File: src/rtl/snake_pkg.sv
// Shared encodings for the snake step controller: headings, FSM states and widths.
package snake_pkg;

  typedef enum logic [1:0] {
    DIR_UP    = 2'd0,
    DIR_RIGHT = 2'd1,
    DIR_DOWN  = 2'd2,
    DIR_LEFT  = 2'd3
  } dir_t;

  typedef enum logic [1:0] {
    ST_IDLE = 2'd0,
    ST_RUN  = 2'd1,
    ST_WAIT = 2'd2,
    ST_DEAD = 2'd3
  } state_t;

  localparam dir_t START_DIR = DIR_RIGHT;

  localparam int LEN_W   = 5;
  localparam int SCORE_W = 8;
  localparam int DIV_W   = 4;

  localparam logic [SCORE_W-1:0] SCORE_MAX = 8'hFF;

  // Headings wrap modulo 4, so a left turn from UP lands on LEFT.
  function automatic dir_t turn_dir(input dir_t cur, input logic go_left);
    logic [1:0] c;
    logic [1:0] n;
    c = cur;
    n = go_left ? (c - 2'd1) : (c + 2'd1);
    return dir_t'(n);
  endfunction

endpackage

File: src/rtl/snake_step_ctrl_if.sv
// Handshake bundle between the game environment (master) and the step controller (slave).
interface snake_step_ctrl_if;

  logic       tick;
  logic       start;
  logic       left_pulse;
  logic       right_pulse;
  logic       step_done;
  logic       food_hit;
  logic       collision;

  logic       step_req;
  logic [1:0] dir;
  logic       grow;
  logic [4:0] len;
  logic [7:0] score;
  logic [1:0] state;

  modport master (
    output tick, start, left_pulse, right_pulse, step_done, food_hit, collision,
    input  step_req, dir, grow, len, score, state
  );

  modport slave (
    input  tick, start, left_pulse, right_pulse, step_done, food_hit, collision,
    output step_req, dir, grow, len, score, state
  );

endinterface

File: src/rtl/snake_tick_div.sv
// Counts speed ticks while enabled and strobes once every 'divider' ticks.
module snake_tick_div
  import snake_pkg::*;
(
  input  logic             clk,
  input  logic             reset,
  input  logic             tick,
  input  logic             enable,
  input  logic             clear,
  input  logic [DIV_W-1:0] divider,
  output logic             step
);

  logic [DIV_W-1:0] count;
  logic [DIV_W:0]   count_inc;

  assign count_inc = {1'b0, count} + {{DIV_W{1'b0}}, 1'b1};

  // Compare with >= so a divider that shrinks mid-interval still fires promptly.
  assign step = enable && tick && (count_inc >= {1'b0, divider});

  always_ff @(posedge clk) begin
    if (reset || clear) begin
      count <= '0;
    end else if (step) begin
      count <= '0;
    end else if (enable && tick) begin
      count <= count_inc[DIV_W-1:0];
    end
  end

endmodule

File: src/rtl/snake_step_ctrl.sv
// Snake game step sequencer: paces moves from speed ticks, latches turns, tracks length/score.
// Optional SNAKE_SPEEDUP_EN shortens the step divider by one for every 4 food items eaten.
module snake_step_ctrl
  import snake_pkg::*;
#(
  parameter int TICK_DIV = 4,
  parameter int INIT_LEN = 3,
  parameter int MAX_LEN  = 31
) (
  input  logic               clk,
  input  logic               reset,
  snake_step_ctrl_if.slave   bus
);

  localparam logic [DIV_W-1:0]   DIV_BASE = DIV_W'(TICK_DIV);
  localparam logic [LEN_W-1:0]   LEN_INIT = LEN_W'(INIT_LEN);
  localparam logic [LEN_W-1:0]   LEN_MAX  = LEN_W'(MAX_LEN);

  state_t             state_q, state_d;
  dir_t               dir_q, dir_d;
  dir_t               pend_dir_q, pend_dir_d;
  logic               pend_valid_q, pend_valid_d;
  logic [LEN_W-1:0]   len_q, len_d;
  logic [SCORE_W-1:0] score_q, score_d;
  logic               step_req_q, step_req_d;
  logic               grow_q, grow_d;

  logic               load;
  logic               turn_ok;
  dir_t               turn_target;
  logic               step_strobe;
  logic [DIV_W-1:0]   divider;

`ifdef SNAKE_SPEEDUP_EN
  logic [5:0] speedup;
  assign speedup = score_q[7:2];
  assign divider = ({2'b00, DIV_BASE} > speedup) ? (DIV_BASE - speedup[3:0]) : 4'd1;
`else
  assign divider = DIV_BASE;
`endif

  snake_tick_div u_tick_div (
    .clk     (clk),
    .reset   (reset),
    .tick    (bus.tick),
    .enable  (state_q == ST_RUN),
    .clear   (load),
    .divider (divider),
    .step    (step_strobe)
  );

  always_ff @(posedge clk) begin
    if (reset) begin
      state_q      <= ST_IDLE;
      dir_q        <= START_DIR;
      pend_dir_q   <= START_DIR;
      pend_valid_q <= 1'b0;
      len_q        <= LEN_INIT;
      score_q      <= '0;
      step_req_q   <= 1'b0;
      grow_q       <= 1'b0;
    end else begin
      state_q      <= state_d;
      dir_q        <= dir_d;
      pend_dir_q   <= pend_dir_d;
      pend_valid_q <= pend_valid_d;
      len_q        <= len_d;
      score_q      <= score_d;
      step_req_q   <= step_req_d;
      grow_q       <= grow_d;
    end
  end

  // A turn seen in the very cycle a step fires is folded into that step,
  // since dir moves on that edge and a later relative turn would be stale.
  always_comb begin
    state_d      = state_q;
    dir_d        = dir_q;
    pend_dir_d   = pend_dir_q;
    pend_valid_d = pend_valid_q;
    len_d        = len_q;
    score_d      = score_q;
    step_req_d   = 1'b0;
    grow_d       = 1'b0;
    load         = 1'b0;

    turn_ok     = ((state_q == ST_RUN) || (state_q == ST_WAIT)) &&
                  (bus.left_pulse ^ bus.right_pulse);
    turn_target = turn_dir(dir_q, bus.left_pulse);

    if (turn_ok && !pend_valid_q) begin
      pend_valid_d = 1'b1;
      pend_dir_d   = turn_target;
    end

    case (state_q)
      ST_IDLE, ST_DEAD: begin
        if (bus.start) begin
          load         = 1'b1;
          state_d      = ST_RUN;
          len_d        = LEN_INIT;
          score_d      = '0;
          dir_d        = START_DIR;
          pend_valid_d = 1'b0;
          pend_dir_d   = START_DIR;
        end
      end
      ST_RUN: begin
        if (step_strobe) begin
          state_d      = ST_WAIT;
          step_req_d   = 1'b1;
          dir_d        = pend_valid_d ? pend_dir_d : dir_q;
          pend_valid_d = 1'b0;
        end
      end
      ST_WAIT: begin
        if (bus.step_done) begin
          if (bus.collision) begin
            state_d = ST_DEAD;
          end else begin
            state_d = ST_RUN;
            if (bus.food_hit) begin
              grow_d  = 1'b1;
              len_d   = (len_q >= LEN_MAX) ? LEN_MAX : (len_q + 5'd1);
              score_d = (score_q == SCORE_MAX) ? score_q : (score_q + 8'd1);
            end
          end
        end
      end
      default: begin
        state_d = ST_IDLE;
      end
    endcase
  end

  assign bus.step_req = step_req_q;
  assign bus.dir      = dir_q;
  assign bus.grow     = grow_q;
  assign bus.len      = len_q;
  assign bus.score    = score_q;
  assign bus.state    = state_q;

  // A step request only ever appears on entry to WAIT, and growth only on return to RUN.
  a_step_in_wait: assert property (@(posedge clk) disable iff (reset)
    step_req_q |-> (state_q == ST_WAIT));
  a_grow_in_run: assert property (@(posedge clk) disable iff (reset)
    grow_q |-> (state_q == ST_RUN));
  a_no_overlap: assert property (@(posedge clk) disable iff (reset)
    !(step_req_q && grow_q));

endmodule
File: src/flat_wrapper.sv
// flat-port wrapper written by rule: the top's interface ports become plain ports
module snake_step_ctrl_flat import snake_pkg::*;
#(
  parameter int TICK_DIV = 4,
  parameter int INIT_LEN = 3,
  parameter int MAX_LEN  = 31
)
  (clk, reset, bus_tick, bus_start, bus_left_pulse, bus_right_pulse, bus_step_done, bus_food_hit, bus_collision, bus_step_req, bus_dir, bus_grow, bus_len, bus_score, bus_state);
  snake_step_ctrl_if bus_i ();
  input  logic clk;
  input  logic reset;
  input wire logic [$bits(bus_i.tick)-1:0] bus_tick;
  input wire logic [$bits(bus_i.start)-1:0] bus_start;
  input wire logic [$bits(bus_i.left_pulse)-1:0] bus_left_pulse;
  input wire logic [$bits(bus_i.right_pulse)-1:0] bus_right_pulse;
  input wire logic [$bits(bus_i.step_done)-1:0] bus_step_done;
  input wire logic [$bits(bus_i.food_hit)-1:0] bus_food_hit;
  input wire logic [$bits(bus_i.collision)-1:0] bus_collision;
  output wire logic [$bits(bus_i.step_req)-1:0] bus_step_req;
  output wire logic [$bits(bus_i.dir)-1:0] bus_dir;
  output wire logic [$bits(bus_i.grow)-1:0] bus_grow;
  output wire logic [$bits(bus_i.len)-1:0] bus_len;
  output wire logic [$bits(bus_i.score)-1:0] bus_score;
  output wire logic [$bits(bus_i.state)-1:0] bus_state;
  assign bus_i.tick = bus_tick;
  assign bus_i.start = bus_start;
  assign bus_i.left_pulse = bus_left_pulse;
  assign bus_i.right_pulse = bus_right_pulse;
  assign bus_i.step_done = bus_step_done;
  assign bus_i.food_hit = bus_food_hit;
  assign bus_i.collision = bus_collision;
  assign bus_step_req = bus_i.step_req;
  assign bus_dir = bus_i.dir;
  assign bus_grow = bus_i.grow;
  assign bus_len = bus_i.len;
  assign bus_score = bus_i.score;
  assign bus_state = bus_i.state;
  snake_step_ctrl #(.TICK_DIV(TICK_DIV), .INIT_LEN(INIT_LEN), .MAX_LEN(MAX_LEN)) u_core (.clk(clk), .reset(reset), .bus(bus_i));
endmodule
File: config.mk
export PLATFORM = sky130hd
export DESIGN_NAME = snake_step_ctrl_flat
export DESIGN_NICKNAME = d
export VERILOG_FILES = /design/src/rtl/snake_pkg.sv /design/src/rtl/snake_step_ctrl_if.sv /design/src/rtl/snake_tick_div.sv /design/src/rtl/snake_step_ctrl.sv /design/src/flat_wrapper.sv
export SDC_FILE = /design/constraint.sdc
export NUM_CORES = 1
export LEC_CHECK = 0
export ABC_AREA = 1
export CORE_UTILIZATION = 35
export CTS_CLUSTER_SIZE = 14
export DETAILED_ROUTE_END_ITERATION = 12
export GPL_ROUTABILITY_DRIVEN = 0
export PLACE_DENSITY_LB_ADDON = 0.25
export REMOVE_ABC_BUFFERS = 1
export SETUP_SLACK_MARGIN = 0.5
export SLEW_MARGIN = 20
export SYNTH_ARGS = -nofsm -noshare
export SYNTH_HDL_FRONTEND = slang
export SYNTH_SLANG_ARGS = --single-unit
File: constraint.sdc
create_clock -name clk -period 1.6 [get_ports clk]
set_input_delay 0.16 -clock clk [delete_from_list [all_inputs] [get_ports clk]]
set_output_delay 0.16 -clock clk [all_outputs]
set_load 0.05 [all_outputs]
==> results.cfg, run 1 <==
[global_routing]
track_usage_pct = 18.0
grt_pass1_vias = 1473
grt_max_degree = 15
grt_pass1_wl_um = 6390
antenna_found_initial = 0
gr-total-overflow = 0

[placement]
port_buffers = 27
hpwl_um = 2710
pre_cts_ws_ns = -0.0830

[clock_network]
htree_levels = 1
root_buffer = clkbuf_8
cts.sinks = 26
clockBufferDepth = 2
hold_buffers = 0
clk_latency_ns = 0.27
cts_tree = built
cts_buffers = 3
clk_pin_slew_ns = 0.09

[finish]
nets = 310
area_growth_syn_to_layout_pct = 56.4
drive_above_1_share_pct = 41.6
antenna_cells = 0

[floorplanning]
die_w_um = 68.3
dieArea_sq_um = 4670
initial_core_util_pct = 37.4
io_pins = 28
coreArea_sq_um = 4120
core.rowCount = 23
die_y_um = 68.3

[setup_path]
worst-path-stages = 9
start_kind = register
path_cells = ha_4 -> nand2_4 -> nand2_4 -> nor3_4 -> buf_4 -> nand2_4 -> o21ai_1 -> nand2_1 -> inv_1
end_kind = register
critPathTopFamily = simple AND/OR/NAND/NOR gates
crit_type = register to register
crit_path_max_incr_delay_ns = 0.38
cpMostUsedCell = nand2_4
critPathSlowestCell = dfxtp_4
worstPathRequired_ns = 1.82
critPathArrivalTime_ns = 1.73
cp_num_buf_inv = 2
reg2regPathDepth = 9
critical_path.max_fanout = 5

[timing]
fin_crit_ns = 1.51
finalSetupViolCount = 0
slew_headroom_pct = 78.5
finalSetupTns_ns = 0
finalCritPeriodShare_pct = 94.2
hold_viol_final = 0
worst_pin_slew_ns = 0.320
finClkSkew_ns = 0.0103
clock.fmax_mhz = 663
worst_slack_ns = 0.0924
final_max_slew_viol_count = 0
rsz0062_at_grt = yes

[logic_synthesis]
async_flop_share_pct = 0
synth_cell_types = 28
ys_dominant_reg_cell = dfxtp_1
synthMuxAreaShare_pct = 0
synth_top_family_by_area = simple AND/OR/NAND/NOR gates
synth_area_leaders = dfxtp_1 34%, nand2_1 15%, inv_1 8.5%
synth_edf_count = 0
synth_area_sq_um = 1540
yosys_warnings = 0
yosys.area_share.simple_pct = 36.7
yosys-top-cells-count = 60 x nand2_1, 35 x inv_1, 26 x dfxtp_1
syn_inst = 232
postSynthAreaPerCell_sq_um = 6.64
synth_fa_ha_area_share_pct = 7.31
yosys.area.top_type = dfxtp_1
post-synth-top-count-cell = nand2_1
synth-seq-cells = 26
yosysTopAreaCellShare_pct = 33.8
synth-compound-area-share_pct = 8.69
synth-seq-area-share_pct = 33.8
synth_xor_area_share_pct = 2.84

[routing]
drt_iter0_markers = 127
drt-pass1-iter-count = 4
wl_um = 4260
drc = 0
ant_nets = 0
num_vias = 1623
viasPerCell = 4.76
post_drt_wl_per_cell_um = 12.5

[power]
leakagePower_nw = 1.15
peakVddDrop_uv = 535
powerDensity_nw_per_um2 = 1610
total_power_mw = 3.88

[run_status]
status = finished clean

[hold_path]
holdPathStages = 2
hold_class = register to register

[job]
drv_cap = 0
==> cells in the final DEF, fill, tap and decap left out, types with 2 or more instances in the layout <==
master and instances:
xor2_1 3, nor3_1 3, ha_1 4, clkdlybuf4s50_1 8
o21ai_2 4, nand2_1 47, o21ai_0 2, nand3_1 19
inv_1 29, buf_4 33, nor2_4 4, nand2_2 9
dfxtp_4 2, dfxtp_1 15, nand2_4 10, inv_4 2
buf_6 11, ha_4 4, nand3_2 6, nand4_1 2
inv_2 6, xnor2_1 2, buf_8 3, dfxtp_2 9
clkbuf_8 4, nor2_2 2, nor2_1 18, a21oi_1 10
o21ai_1 5, a21oi_2 5
==> state kept, by name, indices dropped and copies added (netlist names) <==
name	cells
u_core.bus.grow	1
u_core.bus.step_req	1
u_core.bus.score	8
u_core.bus.state	2
u_core.bus.len	5
u_core.pend_dir_q	2
u_core.pend_valid_q	1
u_core.bus.dir	2
u_core.u_tick_div.count	4
==> final cells by class <==
type                       count  area [sq um]
clock buffer                   4          55.1
fill                         376          1710
inverter                      39           156
multi-input combinational    166          1090
sequential                    26           539
tap                           50          62.6
timing repair buffer          56           502
==> metal layers <==
layer  vias up  part of all wire [%]  wire, um  GRT usage (%)
met5         -                     0         0              0
met4         0                  0.63        27           3.91
met3         2                   3.2       138           2.33
met2        29                    49      2100           30.0
met1       749                    47      1990           24.5
li1        843                     -         -              -
==> kinds of logic after synthesis <==
family	after synthesis
AOI/OAI and AO/OA	26
xor gates and xnor gates	5
adders and majority gates	9
buffers and inverters	41
DFF	26
and+or+nand+nor	125
==> power by group <==
part / total (mW) / internal, mW / switching [mW]
registers: 0.859 / 0.763 / 0.0951
logic: 2.58 / 1.12 / 1.46
clock network: 0.438 / 0.220 / 0.218
total: 3.88 / 2.10 / 1.77
==> final timing paths <==
check | start | to | slack, ns
hold reg to reg | u_core.u_tick_div.count[3]$_SDFFE_PP0P_ | u_core.u_tick_div.count[3]$_SDFFE_PP0P_ | 0.46
hold / removal | u_core.u_tick_div.count[3]$_SDFFE_PP0P_ | u_core.u_tick_div.count[3]$_SDFFE_PP0P_ | 0.46
setup / recovery | u_core.bus.state[1]$_SDFFE_PP0P_ | u_core.bus.score[7]$_SDFFE_PP0P_ | 0.09
setup reg to reg | u_core.bus.state[1]$_SDFFE_PP0P_ | u_core.bus.score[7]$_SDFFE_PP0P_ | 0.09
==> metrics by stage <==
stage	instances	instance area (sq um)	hold WS (ns)	utilization, %
after floorplan	230	1530	0.222	-
after global placement	325	1950	0.437	47.3
after detailed placement	325	1950	0.449	47.3
after CTS	340	2190	0.462	53.3
after global routing	341	2410	0.481	58.5
final	341	2410	0.458	58.5
==> worst register-to-register path: cells and delay by family (launching register included) <==
family | cells | cell delay (ns)
AO/OA/AOI/OAI | 1 | 0.13
flip-flops | 1 | 0.38
AND/OR/NAND/NOR | 5 | 0.46
buffers and inverters | 2 | 0.21
adder cells (fa/ha/maj) | 1 | 0.28
==> timing repair <==
item                                    CTS  global route
pin swaps                                20            10
cloned                                    1             0
setup buffers                            10             1
endpoints found under the setup margin   30            37
gates resized for setup                  44            59
Power figures use the tool's default switching activity.
==> run 2: changes to the inputs <==
--- a/config.mk
+++ b/config.mk
@@ -6,7 +6,9 @@
 export NUM_CORES = 1
 export LEC_CHECK = 0
 export ABC_AREA = 1
+export CORE_MARGIN = 2
 export CORE_UTILIZATION = 35
+export CTS_CLUSTER_DIAMETER = 120
 export CTS_CLUSTER_SIZE = 14
 export DETAILED_ROUTE_END_ITERATION = 12
 export GPL_ROUTABILITY_DRIVEN = 0
==> results.cfg, run 2 (synthesis gave the netlist of run 1 again) <==
[setup_path]
critPathArrivalTime_ns = 1.65
path_cells = inv_2 -> ha_4 -> nor2_4 -> nor3_4 -> buf_6 -> nand2_4 -> inv_4 -> nand2_1 -> nand2_1 -> nor2_1
crit_path_start = u_core.bus.state[0]$_SDFFE_PP0P_
r2r-end = u_core.bus.score[6]$_SDFFE_PP0P_
timing.rr.start = u_core.bus.state[0]$_SDFFE_PP0P_
crit_path_max_incr_delay_ns = 0.34
worstPathRequired_ns = 1.77
end_kind = register
reg2regPathDepth = 10
critical_path.max_fanout = 5
critPathSlowestCell = dfxtp_2
rrSetupSlack_ns = 0.12
crit_type = register to register
cpMostUsedCell = nand2_1
start_kind = register

[clock_network]
cts_buffers = 3
cts_tree = built
clockBufferDepth = 2
cts.sinks = 26
root_buffer = clkbuf_8
htree_levels = 1
clk_pin_slew_ns = 0.09
clk_latency_ns = 0.27
hold_buffers = 0

[global_routing]
met2_usage_pct = 27.6
gr-usage-met1_pct = 23.0
gr-total-overflow = 0
use_met3_pct = 2.45
grt_max_degree = 14
antenna_found_initial = 0
top_usage_layer = met2
grt_pass1_vias = 1581
grt_pass1_wl_um = 6880
track_usage_pct = 17.0

[finish]
final_cell_mix = 47 x nand2_1, 36 x buf_4, 27 x inv_1, 20 x nand3_1, 18 x nor2_1
final_common_cell = nand2_1
nets = 318
area_growth_syn_to_layout_pct = 59.4
drive_above_1_share_pct = 42.3
antenna_cells = 0
largest_register_ffs = 8

[floorplanning]
die_y_um = 70.3
coreArea_sq_um = 4290
die_w_um = 70.3
dieArea_sq_um = 4950
initial_core_util_pct = 35.9
core.rowCount = 24
io_pins = 28

[power]
leakagePower_nw = 1.15
total_power_mw = 3.86
powerDensity_nw_per_um2 = 1570
peakVddDrop_uv = 795

[placement]
hpwl_um = 2650
port_buffers = 27

[run_status]
status = finished clean

[timing]
rsz0062_at_grt = yes
finalSetupViolCount = 0
finalSetupTns_ns = 0
finalCritPeriodShare_pct = 92.5
hold_viol_final = 0
slew_headroom_pct = 80.4
worst_pin_slew_ns = 0.293
finClkSkew_ns = 0.00162
final_max_slew_viol_count = 0
clock.fmax_mhz = 676
fin_crit_ns = 1.48

[routing]
drt-pass1-iter-count = 4
drt_iter0_markers = 59
wl_um = 4160
num_vias = 1657
drc = 0
post_drt_wl_per_cell_um = 11.9
ant_nets = 0
viasPerCell = 4.73

[hold_path]
min-delay-start = u_core.u_tick_div.count[3]$_SDFFE_PP0P_
holdPathEnd = u_core.u_tick_div.count[3]$_SDFFE_PP0P_
holdPathStages = 2
hold_class = register to register

[job]
drv_cap = 0
==> run 2: cell count changes in the layout (fill, tap and decap cells not counted), sizes merged <==
cell	change
buf	+8
clkbuf	-1
==> run 2: area by class of cell <==
class	count	area, sq um
fillers	377	1840
multi-input cells	166	1070
repair buffers	64	584
flip-flops and latches	26	537
inverters	39	159
well taps	52	65.1
clock buffers	3	41.3
==> run 2: metrics by stage <==
step / utilization, % / std cells / worst slack (ns) / area, sq um / hold slack, ns
after floorplan: - / 230 / -0.454 / 1530 / 0.222
after global placement: 45.9 / 330 / 0.0113 / 1970 / 0.441
after detailed placement: 45.9 / 330 / -0.0441 / 1970 / 0.442
after CTS: 53.1 / 344 / 0.130 / 2280 / 0.463
after global routing: 57.2 / 350 / -0.00574 / 2450 / 0.483
final: 57.2 / 350 / 0.120 / 2450 / 0.467
==> run 2: worst max path at each step <==
stage                                       endpoint  slack [ns]  cells past startpoint
global route        u_core.bus.score[7]$_SDFFE_PP0P_      -0.006                     10
global placement    u_core.bus.score[6]$_SDFFE_PP0P_        0.01                     10
detailed placement  u_core.bus.score[6]$_SDFFE_PP0P_       -0.04                     10
finish              u_core.bus.score[6]$_SDFFE_PP0P_        0.12                     10
CTS                 u_core.bus.score[6]$_SDFFE_PP0P_        0.13                     10
floorplan           u_core.bus.score[5]$_SDFFE_PP0P_       -0.45                     10
==> run 2: report_power, final <==
group          total (mW)  internal [mW]  switching (mW)
combinational        2.64           1.20            1.44
clock               0.373          0.169           0.204
sequential          0.848          0.761          0.0862
==> run 2: timing repair <==
item,CTS,global route
buffers inserted,10,6
endpoints found under the setup margin,28,38
cloned,1,0
resized for setup,62,43
pin swaps,25,11
==> run 2: metal layers <==
layer | wire length, um | share of wire, % | vias to the layer above
met1 | 1950 | 47 | 756
met3 | 137 | 3.3 | 4
met2 | 2020 | 49 | 33
met5 | 0 | 0 | -
li1 | - | - | 864
met4 | 53 | 1.3 | 0
==> run 2: critical path: cells and delay by family (launching register included) <==
| kind | cells | cell delay [ns] |
|---|---|---|
| simple gates | 6 | 0.48 |
| buf+inv | 3 | 0.26 |
| fa+ha+maj | 1 | 0.30 |
| flops | 1 | 0.34 |
==> run 3: changes to the inputs <==
--- a/config.mk
+++ b/config.mk
@@ -19,3 +19,4 @@
 export SYNTH_ARGS = -nofsm -noshare
 export SYNTH_HDL_FRONTEND = slang
 export SYNTH_SLANG_ARGS = --single-unit
+export TNS_END_PERCENT = 20
==> results.cfg, run 3 (synthesis gave the netlist of run 1 again) <==
[hold_path]
hold_class = register to register
min-delay-start = u_core.pend_dir_q[0]$_SDFF_PP1_

[timing]
finalSetupTns_ns = 0
clock.fmax_mhz = 672
finalSetupViolCount = 0
worst_pin_slew_ns = 0.296
finClkSkew_ns = 0.00185
final_max_slew_viol_count = 0
slew_headroom_pct = 80.2
worst_slack_ns = 0.112
fin_crit_ns = 1.49
hold_ws_ns = 0.455
finalCritPeriodShare_pct = 93.0
rsz0062_at_grt = yes
hold_viol_final = 0

[routing]
num_vias = 1572
post_drt_wl_per_cell_um = 11.4
ant_nets = 0
drc = 0
viasPerCell = 4.62
wl_um = 3880
drt-pass1-iter-count = 4
drt_iter0_markers = 76

[setup_path]
critical_path.max_fanout = 5
path_cells = ha_4 -> nand2_2 -> nand2_2 -> nor3_4 -> buf_6 -> nand2_4 -> inv_4 -> nand2_1 -> nand2_1 -> nor2_1
critPathTopFamily = simple AND/OR/NAND/NOR gates
critPathArrivalTime_ns = 1.66
crit_path_max_incr_delay_ns = 0.37
timing.rr.start = u_core.bus.state[1]$_SDFFE_PP0P_
crit_type = register to register
end_kind = register
cp_num_buf_inv = 2
critPathSlowestCell = dfxtp_4
crit_path_start = u_core.bus.state[1]$_SDFFE_PP0P_
worstPathRequired_ns = 1.77
start_kind = register

[finish]
nets = 308
area_growth_syn_to_layout_pct = 53.3
nFillCells = 389
drive_above_1_share_pct = 39.9
final_cell_mix = 50 x nand2_1, 30 x buf_4, 29 x inv_1, 21 x nand3_1, 17 x nor2_1
antenna_cells = 0
regArea_sq_um = 538
largest_register_ffs = 8
final_core_util_pct = 55.0
final_area_sq_um = 2360
final_common_cell = nand2_1
multi_input_area_sq_um = 1060

[clock_network]
clk_latency_ns = 0.27
root_buffer = clkbuf_8
clk_pin_slew_ns = 0.09
hold_buffers = 0
clockBufferDepth = 2
cts.sinks = 26
cts_buffers = 3
htree_levels = 1
cts_tree = built

[floorplanning]
coreArea_sq_um = 4290
io_pins = 28
die_w_um = 70.3
initial_core_util_pct = 35.9
die_y_um = 70.3
dieArea_sq_um = 4950
core.rowCount = 24

[global_routing]
top_usage_layer = met2
met2_usage_pct = 23.9
grt_max_degree = 14
grt_pass1_vias = 1462
use_met3_pct = 2.31
antenna_found_initial = 0
gr-usage-met1_pct = 22.7
gr-total-overflow = 0
track_usage_pct = 15.6
grt_pass1_wl_um = 6380

[placement]
place_area_sq_um = 1970
port_buffers = 27
hpwl_um = 2650
pre_cts_ws_ns = -0.0441

[power]
leakagePower_nw = 1.09
powerDensity_nw_per_um2 = 1520
peakVddDrop_uv = 760

[job]
drv_cap = 0

[run_status]
status = finished clean
==> run 3: cell count changes in the layout (fill, tap and decap cells not counted), moves of 3 or more <==
cell,change
o21ai_1,-4
a21oi_2,+3
a21oi_1,-3
nand2_1,+3
o21ai_2,+3
buf_6,-5
buf_4,-6
==> run 3: repair_timing <==
action,4_1_cts,5_1_grt
endpoints found under the setup margin,28,38
gates cloned,1,0
gates resized for setup,17,78
setup buffers,3,3
pin swaps,10,29
==> run 3: worst paths after layout <==
kind,depth (start not counted),slack [ns],to
hold / removal,2,0.46,u_core.pend_dir_q[0]$_SDFF_PP1_
setup reg to reg,10,0.11,u_core.bus.score[6]$_SDFFE_PP0P_
hold reg to reg,2,0.46,u_core.pend_dir_q[0]$_SDFF_PP1_
setup / recovery,10,0.11,u_core.bus.score[6]$_SDFFE_PP0P_
==> run 3: report_power, final <==
part / switching, mW / internal (mW) / total (mW)
Sequential: 0.0852 / 0.765 / 0.851
Clock: 0.210 / 0.169 / 0.379
Combinational: 1.33 / 1.04 / 2.36
==> run 3: layout make-up <==
type	instances	share of cell area [%]
flip-flops and latches	26	22.8
well taps	52	2.76
clock buffers	3	1.75
inverters	39	6.62
multi-input cells	166	45.0
repair buffers	54	21.1
==> run 3: metrics by stage <==
| step | cells | total power [mW] |
|---|---|---|
| after global routing | 340 | 3.91 |
| after detailed placement | 330 | 2.60 |
| after CTS | 337 | 3.26 |
| after global placement | 330 | 2.60 |
| after floorplan | 230 | 2.01 |
| final | 340 | 3.59 |
==> run 3: metal layers <==
| metal | up-vias | wire length [um] |
|---|---|---|
| li1 | 841 | - |
| met1 | 704 | 1960 |
| met2 | 23 | 1780 |
| met3 | 4 | 103 |
| met4 | 0 | 44 |
| met5 | - | 0 |
==> run 3: worst reg2reg max path: stages (launching register included) <==
cell and delay (ns):
dfxtp_4 0.37, ha_4 0.27, nand2_2 0.09, nand2_2 0.08, nor3_4 0.17, buf_6 0.15, nand2_4 0.07, inv_4 0.07
nand2_1 0.04, nand2_1 0.05, nor2_1 0.04
